## src/rtl/vector_exec_sequencer.sv

```systemverilog
// Vector execution sequencer: streams one element per cycle through a shared
// scalar ALU, collects the results, and reports completion, N/Z flags and a
// branch-taken indication for the finished vector operation.
module vector_exec_sequencer #(
    parameter int registerSize = 8,
    parameter int vectorSize   = 4
) (
    input  logic                                     clk,
    input  logic                                     reset,
    input  logic                                     start_valid,
    output logic                                     start_ready,
    input  logic [2:0]                               ExecuteOp,
    input  logic                                     overwriteFlags,
    input  logic [2:0]                               pcWrEn,
    input  logic [vectorSize-1:0][registerSize-1:0] vect1,
    input  logic [vectorSize-1:0][registerSize-1:0] vect2,
    output logic [2:0]                               alu_op,
    output logic [registerSize-1:0]                  alu_a,
    output logic [registerSize-1:0]                  alu_b,
    input  logic [registerSize-1:0]                  alu_result,
    input  logic                                     alu_neg,
    input  logic                                     alu_zero,
    output logic [vectorSize-1:0][registerSize-1:0] vect_out,
    output logic                                     done,
    output logic                                     pcWrEn_out,
    output logic                                     neg_flag,
    output logic                                     zero_flag,
    output logic                                     stall
);

    localparam int IW = (vectorSize > 1) ? $clog2(vectorSize) : 1;
    localparam logic [IW-1:0] LAST_IDX = IW'(vectorSize - 1);

    typedef enum logic [1:0] {
        IDLE,
        RUN,
        DONE
    } state_t;

    state_t state, state_next;

    logic [2:0]                               op_q;
    logic                                     ovf_q;
    logic [2:0]                               pcsel_q;
    logic [vectorSize-1:0][registerSize-1:0] v1_q, v2_q;
    logic [vectorSize-1:0][registerSize-1:0] buffer, buffer_next;
    logic [IW-1:0]                            idx;
    logic                                     neg_acc, zero_acc;
    logic                                     neg_fin, zero_fin;
    logic                                     accept, last;

    // State register
    always_ff @(posedge clk) begin
        if (reset) state <= IDLE;
        else       state <= state_next;
    end

    // Next-state decode, handshake, ALU drive and completion outputs
    always_comb begin
        state_next  = state;
        start_ready = 1'b1;
        accept      = 1'b0;
        last        = 1'b0;
        done        = 1'b0;
        pcWrEn_out  = 1'b0;
        alu_op      = '0;
        alu_a       = '0;
        alu_b       = '0;
        case (state)
            IDLE: begin
                accept = start_valid;
                if (accept) state_next = RUN;
            end
            RUN: begin
                start_ready = 1'b0;
                alu_op      = op_q;
                alu_a       = v1_q[idx];
                alu_b       = v2_q[idx];
                last        = (idx == LAST_IDX);
                if (last) state_next = DONE;
            end
            DONE: begin
                done = 1'b1;
                // Flags were written on the RUN->DONE edge, so the registered
                // values here are already the post-update ones.
                case (pcsel_q)
                    3'b100:  pcWrEn_out = 1'b1;
                    3'b010:  pcWrEn_out = zero_flag;
                    3'b001:  pcWrEn_out = neg_flag;
                    default: pcWrEn_out = 1'b0;
                endcase
                accept     = start_valid;
                state_next = accept ? RUN : IDLE;
            end
            default: state_next = IDLE;
        endcase
        stall = (state == RUN) || (start_valid && !start_ready);
    end

    // Buffer image including the element being produced this cycle, so the
    // final element lands in vect_out on the same edge as the rest.
    always_comb begin
        buffer_next      = buffer;
        buffer_next[idx] = alu_result;
        neg_fin          = neg_acc | alu_neg;
        zero_fin         = zero_acc & alu_zero;
    end

    // Operand capture, element stepping, result collection and flag update
    always_ff @(posedge clk) begin
        if (reset) begin
            op_q      <= '0;
            ovf_q     <= 1'b0;
            pcsel_q   <= '0;
            v1_q      <= '0;
            v2_q      <= '0;
            buffer    <= '0;
            idx       <= '0;
            neg_acc   <= 1'b0;
            zero_acc  <= 1'b1;
            vect_out  <= '0;
            neg_flag  <= 1'b0;
            zero_flag <= 1'b0;
        end else if (state == RUN) begin
            buffer   <= buffer_next;
            neg_acc  <= neg_fin;
            zero_acc <= zero_fin;
            if (last) begin
                vect_out <= buffer_next;
                if (ovf_q) begin
                    neg_flag  <= neg_fin;
                    zero_flag <= zero_fin;
                end
            end else begin
                idx <= idx + IW'(1);
            end
        end else if (accept) begin
            op_q     <= ExecuteOp;
            ovf_q    <= overwriteFlags;
            pcsel_q  <= pcWrEn;
            v1_q     <= vect1;
            v2_q     <= vect2;
            idx      <= '0;
            neg_acc  <= 1'b0;
            zero_acc <= 1'b1;
        end
    end

endmodule

```

## config.mk

```make
export PLATFORM = sky130hd
export DESIGN_NAME = vector_exec_sequencer
export DESIGN_NICKNAME = d
export VERILOG_FILES = /design/src/rtl/vector_exec_sequencer.sv
export SDC_FILE = /design/constraint.sdc
export NUM_CORES = 1
export LEC_CHECK = 0
export ABC_AREA = 1
export CAP_MARGIN = 25
export CORE_MARGIN = 2
export CORE_UTILIZATION = 46
export CTS_BUF_LIST = sky130_fd_sc_hd__clkbuf_8
export CTS_CLUSTER_DIAMETER = 60
export DETAILED_ROUTE_END_ITERATION = 10
export PLACE_DENSITY = 0.74
export SLEW_MARGIN = 20
export SYNTH_ARGS = -nofsm -noshare
export SYNTH_HDL_FRONTEND = slang
export SYNTH_SLANG_ARGS = --single-unit
export TNS_END_PERCENT = 50
```

## constraint.sdc

```tcl
create_clock -name clk -period 1.6 [get_ports clk]
set_input_delay 0.16 -clock clk [delete_from_list [all_inputs] [get_ports clk]]
set_output_delay 0.16 -clock clk [all_outputs]
set_load 0.01 [all_outputs]
```

==> out/results.ini, run 1 <==
[sta]
setup_viol = 15
fin_ws_ns = -0.0802
finClkSkew_ns = 0.00687
fin_setup_tns_ns = -0.599
fmax_mhz = 595
rsz0062_at_grt = yes
finalCritPeriodShare = 1.05
final.min_clock_period_ns = 1.68
tightest_slew_ns = 0.338
finalMaxSlewViolations = 0
finalHoldViolations = 0
whs_ns = 0.333
relSlewSlack = 0.775

[power_and_ir_drop]
power_frac_comb = 0.168
sw_frac_of_total = 0.271
p_int_uw = 5570
power.switching_uw = 2070
worst_ir_drop_vdd_mv = 0.701
p_leak_uw = 0.00348
p_seq_frac = 0.479
power_density_mw_per_mm2 = 980
clkPwrFrac = 0.353

[layout]
drive_above_1_share = 0.119
n_antenna_cell = 0
fin_area_sq_mm = 0.00780
final_nets = 1051
stdcell_count = 1144
syn2layout_area_growth_pct = 36.1

[cts]
clockBufferDepth = 2
root_buffer = clkbuf_8
cts_buffers = 17
ctsHtreeMaxLevel = 4
cts_tree = done
numClockSinks = 135
cts_hold_buf = 0
clk_latency_ns = 0.45
clkTransAtPathRegs_ns = 0.07

[setup_path]
required_ns = 1.44
crit_fanout = 21
path_class = flop to primary output
arrival_ns = 1.52
setup.worst_path.end_class = primary output
start_kind = flop
ff2ff_setup_slack_ns = 0

[die]
rows = 40
ios = 141
coreArea_sq_mm = 0.0121
die_w_microns = 116
die_area_sq_mm = 0.0134
initial_core_util = 0.475
fp.dieH_microns = 116

[detailed_routing]
vias = 5524
routed_wl_microns = 15200
route.detailed.drc = 0
ant_nets = 0
dr.pass1.iters = 5
via_per_inst = 4.83
drt_iter0_markers = 428
avgRoutedWirePerCell_microns = 13.3

[synth]
synth_area_sq_mm = 0.00573
ys_seq_area_frac = 0.472
synth_area_leaders = dfxtp_1 (47%), nand2_1 (16%), nor2_1 (8.7%), o21ai_0 (8.5%), a21oi_1 (6.1%)
synth_top_area_frac = 0.472
yosysTopAreaCell = dfxtp_1
syn_nets = 916
syn_avg_cell_area_sq_um = 6.92
synth_warnings = 0
ys_ff_latch = 135
synthCells = 828
synth_cell_types = 22

[global_routing]
grt_pass1_wl_microns = 24200
grt_max_degree = 81
overflow = 0
grt_pass1_vias = 4969
track_usage = 0.231
antenna_found_initial = 0

[flow_run]
maxCapViolations = 0

[run_status]
failed_checks = negative setup slack
outcome = finished, violations left

[placed_design]
gp_congestion = 0.788
portBuffers = 140
dp_slack_ns = -0.0490
hpwl_microns = 10100
placedCellCount = 1110
placed_area_sq_mm = 0.00740

[hold_path]
hp-class = primary input to flop

[power by group through the flow]
stage / logic, uW / clock network [uW] / registers, uW
2_1_floorplan: 735 / 0 / 3710
3_3_place_gp: 1250 / 0 / 3720
3_5_place_dp: 1270 / 0 / 3730
4_1_cts: 1270 / 2760 / 3660
5_1_grt: 1430 / 2910 / 3680
6_report: 1290 / 2700 / 3660
[per-layer routing]
| metal | vias up | global-route usage | wire [microns] |
|---|---|---|---|
| met1 | 2498 | 0.303 | 7140 |
| met4 | 0 | 0.0843 | 167 |
| met5 | - | 0 | 0 |
| li1 | 2860 | - | - |
| met3 | 17 | 0.0596 | 901 |
| met2 | 149 | 0.370 | 6950 |
[flip-flops by register name (all words and copies together), names as in the netlist]
name       flops
v2_q          32
pcsel_q        3
idx            2
zero_flag      1
ovf_q          1
neg_acc        1
zero_acc       1
state          2
op_q           3
vect_out      32
buffer        24
v1_q          32
neg_flag       1
[worst max-delay path, cell delays in order (launching register included)]
cell and delay (ns):
dfxtp_4 0.39, buf_12 0.16, nor2_1 0.05, nor2_1 0.12, nand2_1 0.08, a21oi_2 0.13, buf_2 0.14
[layout by cell type (no fill, tap or decap), drive strengths merged]
master         instances
clkdlybuf4s50        117
o21ai                 97
bufinv                 2
nand4                  1
or2                    1
clkdlybuf4s15          2
nand2                248
clkbuf                19
a21oi                 70
nor2                 135
dlygate4sd2            1
o22ai                  1
clkinv                 9
buf                   47
dfxtp                135
inv                   67
ha                     4
nand3                 20
[cells in the mapped netlist]
cell        n
o21ai_0    97
buf_8       1
nand2_1   240
nor2_8      2
nand4_1     1
inv_1      62
clkbuf_1   14
or2_2       1
a21oi_1    70
dfxtp_1   135
buf_1       5
o22ai_1     1
buf_6       6
clkbuf_2    1
nand3_1    20
nand2_2     7
buf_2      23
ha_1        4
inv_2       3
nor2_1    133
nand2_4     1
buf_4       1
[repair_timing]
item / CTS / global route
setup endpoints to repair: 57 / 51
buffers inserted: 1 / 0
gates cloned: 1 / 0
gates resized for setup: 100 / 17
pin swaps: 0 / 0
endpoints found under the hold margin: 0 / 0
[metrics by stage]
step	utilization	total power (uW)
after detailed placement	0.614	5000
after CTS	0.644	7690
after global routing	0.646	8030
after global placement	0.614	4980
final	0.646	7640
after floorplan	-	4450
[final cells by class]
class,count,area [sq um]
Sequential cell,135,2720
Timing Repair Buffer,167,1670
Clock buffer,19,262
Inverter,65,251
Multi-Input combinational cell,577,2570
Clock inverter,13,113
Fill cell,1088,4260
Tap cell,168,210
[logic make-up (layout without fill, tap and decap cells)]
logic type,after synthesis,in the layout,synth area share
buf+inv,116,264,0.0917
simple gates,405,405,0.281
flops,135,135,0.472
compound gates,168,168,0.147
fa+ha+maj,4,4,0.00874
[path summary, 6_finish.rpt]
path	start	to	cells past startpoint
worst max-delay path	idx[0]	alu_b[0]	6
worst min register to register	vect_out[13]	vect_out[13]	2
worst min-delay path	vect1[8]	v1_q[8]	3
worst max register to register	idx[0]	buffer[22]	8
Note: power is estimated with default switching activity, not from simulation.
==> run 2, diff against run 1 <==
--- a/config.mk
+++ b/config.mk
@@ -7,12 +7,11 @@
 export LEC_CHECK = 0
 export ABC_AREA = 1
 export CAP_MARGIN = 25
-export CORE_MARGIN = 2
-export CORE_UTILIZATION = 46
+export CORE_UTILIZATION = 30
 export CTS_BUF_LIST = sky130_fd_sc_hd__clkbuf_8
 export CTS_CLUSTER_DIAMETER = 60
 export DETAILED_ROUTE_END_ITERATION = 10
-export PLACE_DENSITY = 0.74
+export PLACE_DENSITY = 0.51
 export SLEW_MARGIN = 20
 export SYNTH_ARGS = -nofsm -noshare
 export SYNTH_HDL_FRONTEND = slang
==> run 2 against run 1 <==
Compared with the run above: the flow still finishes with violations (negative setup slack); die area up 47%; final cell count rose by 6.5%; total power increased by 2.7%; worst setup slack got worse by 0.074 ns; sequential power is essentially flat; via count is essentially flat; design area is 3.5% higher; clock skew up 0.0064 ns; critical path depth grew 1; largest power group unchanged.
==> out/results.ini, run 2 (same netlist as run 1, synthesis figures left out) <==
[setup_path]
path_cells = buf_12 -> buf_16 -> buf_6 -> nand2_4 -> nand3_2 -> a21oi_2 -> buf_2
start_kind = flop
crit_buf_inv = 4  ; +2
max_stage_delay_ns = 0.38  ; about the same
cp_top_family = buffers and inverters
cp.depth = 7  ; +1
arrival_ns = 1.59  ; +0.07 ns
setup.worst_path.end_class = primary output
ff2ff_setup_slack_ns = 0.11  ; +0.11 ns
required_ns = 1.44  ; about the same
crit_fanout = 7  ; -67%
r2r_start = idx[0]
r2r-end = idx[0]
critPathLaunch = idx[0]
critPathSlowestCell = dfxtp_4
r2r_cells = 7  ; -1
setup.worst_path.end = alu_b[7]
path_class = flop to primary output

[die]
ios = 141  ; unchanged
coreArea_sq_mm = 0.0187  ; +55%
die_w_microns = 140  ; +21%
fp.dieH_microns = 140  ; +21%
rows = 50  ; +25%
initial_core_util = 0.306  ; -0.169
die_area_sq_mm = 0.0197  ; +47%

[global_routing]
grtUsageMet1 = 0.239  ; -0.0642
grt_pass1_wl_microns = 27700  ; +14%
grt_max_degree = 57  ; -30%
overflow = 0  ; unchanged
grt-busiest-layer = met2
track_usage = 0.181  ; -0.0506
use_met3 = 0.0520  ; -0.00766
grt_pass1_vias = 5285  ; +6.4%
grt.met2_usage = 0.283  ; -0.0866
antenna_found_initial = 1  ; +1

[detailed_routing]
vias = 5520  ; -0.072%
ant_nets = 0  ; unchanged
route.detailed.drc = 0  ; unchanged
via_per_inst = 4.53  ; -6.1%
drt_iter0_markers = 298  ; -30%
avgRoutedWirePerCell_microns = 14.1  ; +6.2%
routed_wl_microns = 17100  ; +13%
dr.pass1.iters = 5  ; unchanged

[placed_design]
hpwl_microns = 11200  ; +11%
gp_congestion = 0.820  ; +4.1%
portBuffers = 140  ; unchanged
placedCellCount = 1178  ; +6.1%

[layout]
final_nets = 1060  ; +0.86%
final_common_cell = nand2_1
reg_top3 = v1_q x32, v2_q x32, vect_out x32
n_antenna_cell = 0  ; unchanged
fin_util = 0.432  ; -0.215
stdcell_count = 1218  ; +6.5%
seq_area_sq_mm = 0.00271  ; -0.18%
layout_common_cells = nand2_1 (225), dfxtp_1 (131), nor2_1 (129)
syn2layout_area_growth_pct = 40.9
nFillCells = 1937  ; +78%
drive_above_1_share = 0.147  ; +0.0285
multiInputGateArea_sq_mm = 0.00264  ; +2.4%

[cts]
cts_buffers = 17  ; unchanged
root_buffer = clkbuf_8
numClockSinks = 135  ; unchanged
clk_latency_ns = 0.45  ; about the same
clkTransAtPathRegs_ns = 0.08  ; about the same
cts_hold_buf = 0  ; unchanged
cts_tree = done
ctsHtreeMaxLevel = 4  ; unchanged
clockBufferDepth = 2  ; unchanged

[sta]
rsz0062_at_grt = yes
fin_ws_ns = -0.154  ; -0.0736 ns
final.min_clock_period_ns = 1.75  ; +0.0736 ns
finClkSkew_ns = 0.0133  ; +0.00638 ns
setup_viol = 16  ; +1
fmax_mhz = 570  ; -4.2%
tightest_slew_ns = 0.405  ; +0.0674 ns
finalCritPeriodShare = 1.10  ; +0.0460
finalMaxSlewViolations = 0  ; unchanged
finalHoldViolations = 0  ; unchanged
relSlewSlack = 0.730  ; -0.0449

[power_and_ir_drop]
worst_ir_drop_vdd_mv = 0.553  ; -21%
power_density_mw_per_mm2 = 973  ; -0.76%
p_leak_uw = 0.00357  ; +2.7%

[hold_path]
hp-class = primary input to flop
holdPathStages = 3  ; unchanged

[flow_run]
maxCapViolations = 0  ; unchanged

[run_status]
failed_checks = negative setup slack
outcome = finished, violations left

-- run 2: cell count changes in the layout (fill, tap and decap cells not counted), moves of 5 or more --
cell and delta:
nand2_1 -15, nand2_2 +14, buf_4 +5, clkinv_2 -6
-- run 2: stage by stage --
stage	total power (uW)	setup TNS [ns]	hold slack (ns)	setup WS, ns	instance area [sq um]
floorplan	4450	0	0.229	0.0323	5730
global placement	5010	-0.436	0.431	-0.0751	7470
finish	7850	-1.28	0.335	-0.154	8070
global route	8270	-3.04	0.333	-0.247	8070
detailed placement	5010	-0.651	0.432	-0.0731	7470
CTS	7930	-1.87	0.311	-0.185	8030
-- run 2: worst reg2reg max path: stages (launching register included) --
cell and delay (ns):
dfxtp_4 0.38, buf_12 0.16, ha_1 0.25, buf_4 0.15, inv_1 0.07, nand3_1 0.16, a21oi_1 0.17, nor2_1 0.05
-- run 2: layout make-up --
type                            instances  share of cell area
Sequential cell                       135               0.336
Tap cell                              234              0.0363
Inverter                               65              0.0318
Clock buffer                           19              0.0324
Timing Repair Buffer                  176               0.221
Multi-Input combinational cell        577               0.326
Clock inverter                         12              0.0160
-- run 2: how the worst min path moves through the flow --
stage                            start      endpoint
after floorplan                  reset        idx[1]
after global placement    vect_out[16]  vect_out[16]
after detailed placement  vect_out[25]  vect_out[25]
after CTS                    vect1[15]      v1_q[15]
after global routing         vect1[15]      v1_q[15]
final                        vect1[15]      v1_q[15]
-- run 2: repair_timing --
item | in CTS | in global routing
gates resized for setup | 127 | 17
pin swaps | 19 | 2
buffers inserted | 5 | 1
cloned | 3 | 0
setup endpoints to repair | 28 | 23
-- run 2: per-layer routing --
| layer | wire [microns] | vias up | part of all wire |
|---|---|---|---|
| met5 | 0 | - | 0 |
| met4 | 217 | 0 | 0.013 |
| met3 | 997 | 14 | 0.058 |
| met2 | 7740 | 123 | 0.45 |
| met1 | 8180 | 2510 | 0.48 |
| li1 | - | 2873 | - |
-- run 2: report_power, final --
group          switching [uW]  total [uW]  internal [uW]
sequential               86.0        3660           3570
clock                    1350        2810           1450
combinational             763        1390            624
==> run 3, diff against run 2 <==
--- a/config.mk
+++ b/config.mk
@@ -7,9 +7,11 @@
 export LEC_CHECK = 0
 export ABC_AREA = 1
 export CAP_MARGIN = 25
+export CORE_MARGIN = 5
 export CORE_UTILIZATION = 30
 export CTS_BUF_LIST = sky130_fd_sc_hd__clkbuf_8
 export CTS_CLUSTER_DIAMETER = 60
+export CTS_CLUSTER_SIZE = 24
 export DETAILED_ROUTE_END_ITERATION = 10
 export PLACE_DENSITY = 0.51
 export SLEW_MARGIN = 20
==> run 3 against run 2 <==
Compared with the run above: the run still ends with negative setup slack left; via count is 0.22% higher; critical path depth stayed put; wire length is 2.3% higher; sequential cell count stayed put; highest routed layer is now met5.
==> out/results.ini, run 3 (same netlist as run 1, synthesis figures left out) <==
[detailed_routing]
dr.pass1.iters = 4  ; -1
via_per_inst = 4.51  ; -0.52%
drt_iter0_markers = 215  ; -28%
route.detailed.drc = 0  ; unchanged
vias = 5532  ; +0.22%
routed_wl_microns = 17500  ; +2.3%
ant_nets = 0  ; unchanged
avgRoutedWirePerCell_microns = 14.3  ; +1.6%

[setup_path]
critPathSlowestCell = dfxtp_4
max_stage_delay_ns = 0.38  ; about the same
crit_fanout = 5  ; -2
critPathLaunch = idx[0]
worst_path_most_repeated_cell = buf_12
cp_top_family = buffers and inverters
arrival_ns = 1.60  ; about the same
r2r_start = idx[0]
path_class = flop to primary output
required_ns = 1.44  ; about the same
crit_buf_inv = 4  ; unchanged
path_cells = buf_12 -> buf_12 -> buf_16 -> nand2_2 -> nand3_2 -> a21oi_2 -> buf_2
setup.worst_path.end_class = primary output
start_kind = flop

[cts]
clkTransAtPathRegs_ns = 0.08  ; about the same
ctsHtreeMaxLevel = 4  ; unchanged
cts_buffers = 17  ; unchanged
root_buffer = clkbuf_8
cts_tree = done
clockBufferDepth = 2  ; unchanged
clk_latency_ns = 0.44  ; about the same
numClockSinks = 135  ; unchanged

[placed_design]
dp_slack_ns = -0.100  ; -0.0271 ns
hpwl_microns = 12300  ; +9.7%
placedCellCount = 1188  ; +0.85%
gp_congestion = 0.760  ; -7.4%
portBuffers = 140  ; unchanged

[layout]
reg_top3 = v1_q x32, v2_q x32, vect_out x32
stdcell_count = 1227  ; +0.74%
nFillCells = 1973  ; +1.9%
final_common_cell = nand2_1
n_antenna_cell = 0  ; unchanged
syn2layout_area_growth_pct = 46.4
final_nets = 1069  ; +0.85%
layout_common_cells = nand2_1 (225), dfxtp_1 (131), nor2_1 (124)
drive_above_1_share = 0.169  ; +0.0218
fin_util = 0.447  ; +0.0152

[sta]
finalMaxSlewViolations = 0  ; unchanged
final.min_clock_period_ns = 1.76  ; +0.00954 ns
finalHoldViolations = 0  ; unchanged
finalCritPeriodShare = 1.10  ; +0.00596
tightest_slew_ns = 0.289  ; -0.116 ns
setup_viol = 16  ; unchanged
rsz0062_at_grt = yes
fmax_mhz = 567  ; -0.54%
relSlewSlack = 0.806  ; +0.0755
fin_ws_ns = -0.163  ; -0.00954 ns
finClkSkew_ns = 0.0123  ; -0.000977 ns

[die]
initial_core_util = 0.305  ; -0.00102
rows = 50  ; unchanged
coreArea_sq_mm = 0.0188  ; +0.33%
fp.dieH_microns = 148  ; +5.7%
die_w_microns = 148  ; +5.7%
die_area_sq_mm = 0.0220  ; +12%
ios = 141  ; unchanged

[global_routing]
overflow = 0  ; unchanged
track_usage = 0.158  ; -0.0231
grt_pass1_wl_microns = 27900  ; +0.62%
grt_pass1_vias = 5250  ; -0.66%
antenna_found_initial = 1  ; unchanged
grt_max_degree = 48  ; -16%

[run_status]
outcome = finished, violations left
failed_checks = negative setup slack

[power_and_ir_drop]
worst_ir_drop_vdd_mv = 0.591  ; +6.9%
power_uw = 8710  ; +11%
power_density_mw_per_mm2 = 1040  ; +6.7%
p_leak_uw = 0.00369  ; +3.3%

[hold_path]
worst_hold_startpoint = vect2[2]
hp-class = primary input to flop

[flow_run]
maxCapViolations = 0  ; unchanged

-- run 3: final cells by class --
cell class | instances | area (sq um) | area share
clock inverters | 13 | 253 | 0.0301
inverters | 65 | 254 | 0.0303
multi-input cells | 577 | 2720 | 0.324
flip-flops and latches | 135 | 2710 | 0.324
repair buffers | 185 | 1910 | 0.228
well taps | 234 | 293 | 0.0349
clock buffers | 18 | 248 | 0.0295
-- run 3: worst reg2reg max path, stage by stage, from the launching register on --
cell	delay, ns
dfxtp_4	0.38
buf_4	0.14
buf_6	0.12
inv_8	0.11
buf_6	0.14
ha_2	0.20
buf_6	0.14
nand2_1	0.07
nand2_2	0.10
nor2_1	0.04
nor2_1	0.09
-- run 3: layer usage --
layer / vias to the layer above / part of all wire / routed length (microns) / global-route usage
met5: - / 0.00074 / 13 / 0
met4: 2 / 0.0092 / 161 / 0.0319
met3: 15 / 0.054 / 940 / 0.0497
met2: 112 / 0.45 / 7910 / 0.251
met1: 2508 / 0.49 / 8520 / 0.212
li1: 2895 / - / - / -
-- run 3: path summary, 6_finish.rpt --
kind | to | slack, ns | cells past startpoint
worst max-delay path | alu_a[4] | -0.16 | 7
worst min-delay path | v2_q[2] | 0.34 | 3
worst min register to register | vect_out[26] | 0.44 | 2
worst max register to register | buffer[20] | 0.03 | 10
-- run 3: per-stage QoR --
step | area, sq um | TNS, ns | hold slack, ns
floorplan | 5730 | 0 | 0.229
global placement | 7590 | -0.694 | 0.429
detailed placement | 7590 | -0.918 | 0.436
CTS | 8190 | -1.36 | 0.321
global route | 8380 | -3.86 | 0.331
finish | 8380 | -1.89 | 0.342
-- run 3: repair_timing --
item / in CTS / in global routing
gates resized for setup: 112 / 53
hold endpoints to repair: 0 / 0
pin swaps: 6 / 22
hold buffers: 0 / 0
gates cloned: 2 / 1
buffers inserted: 3 / 2
endpoints found under the setup margin: 34 / 55
-- run 3: power breakdown --
part	internal, uW	switching [uW]	total [uW]
Clock	2200	1380	3580
Combinational	676	787	1460
Sequential	3570	88.4	3660
Total	6450	2260	8710
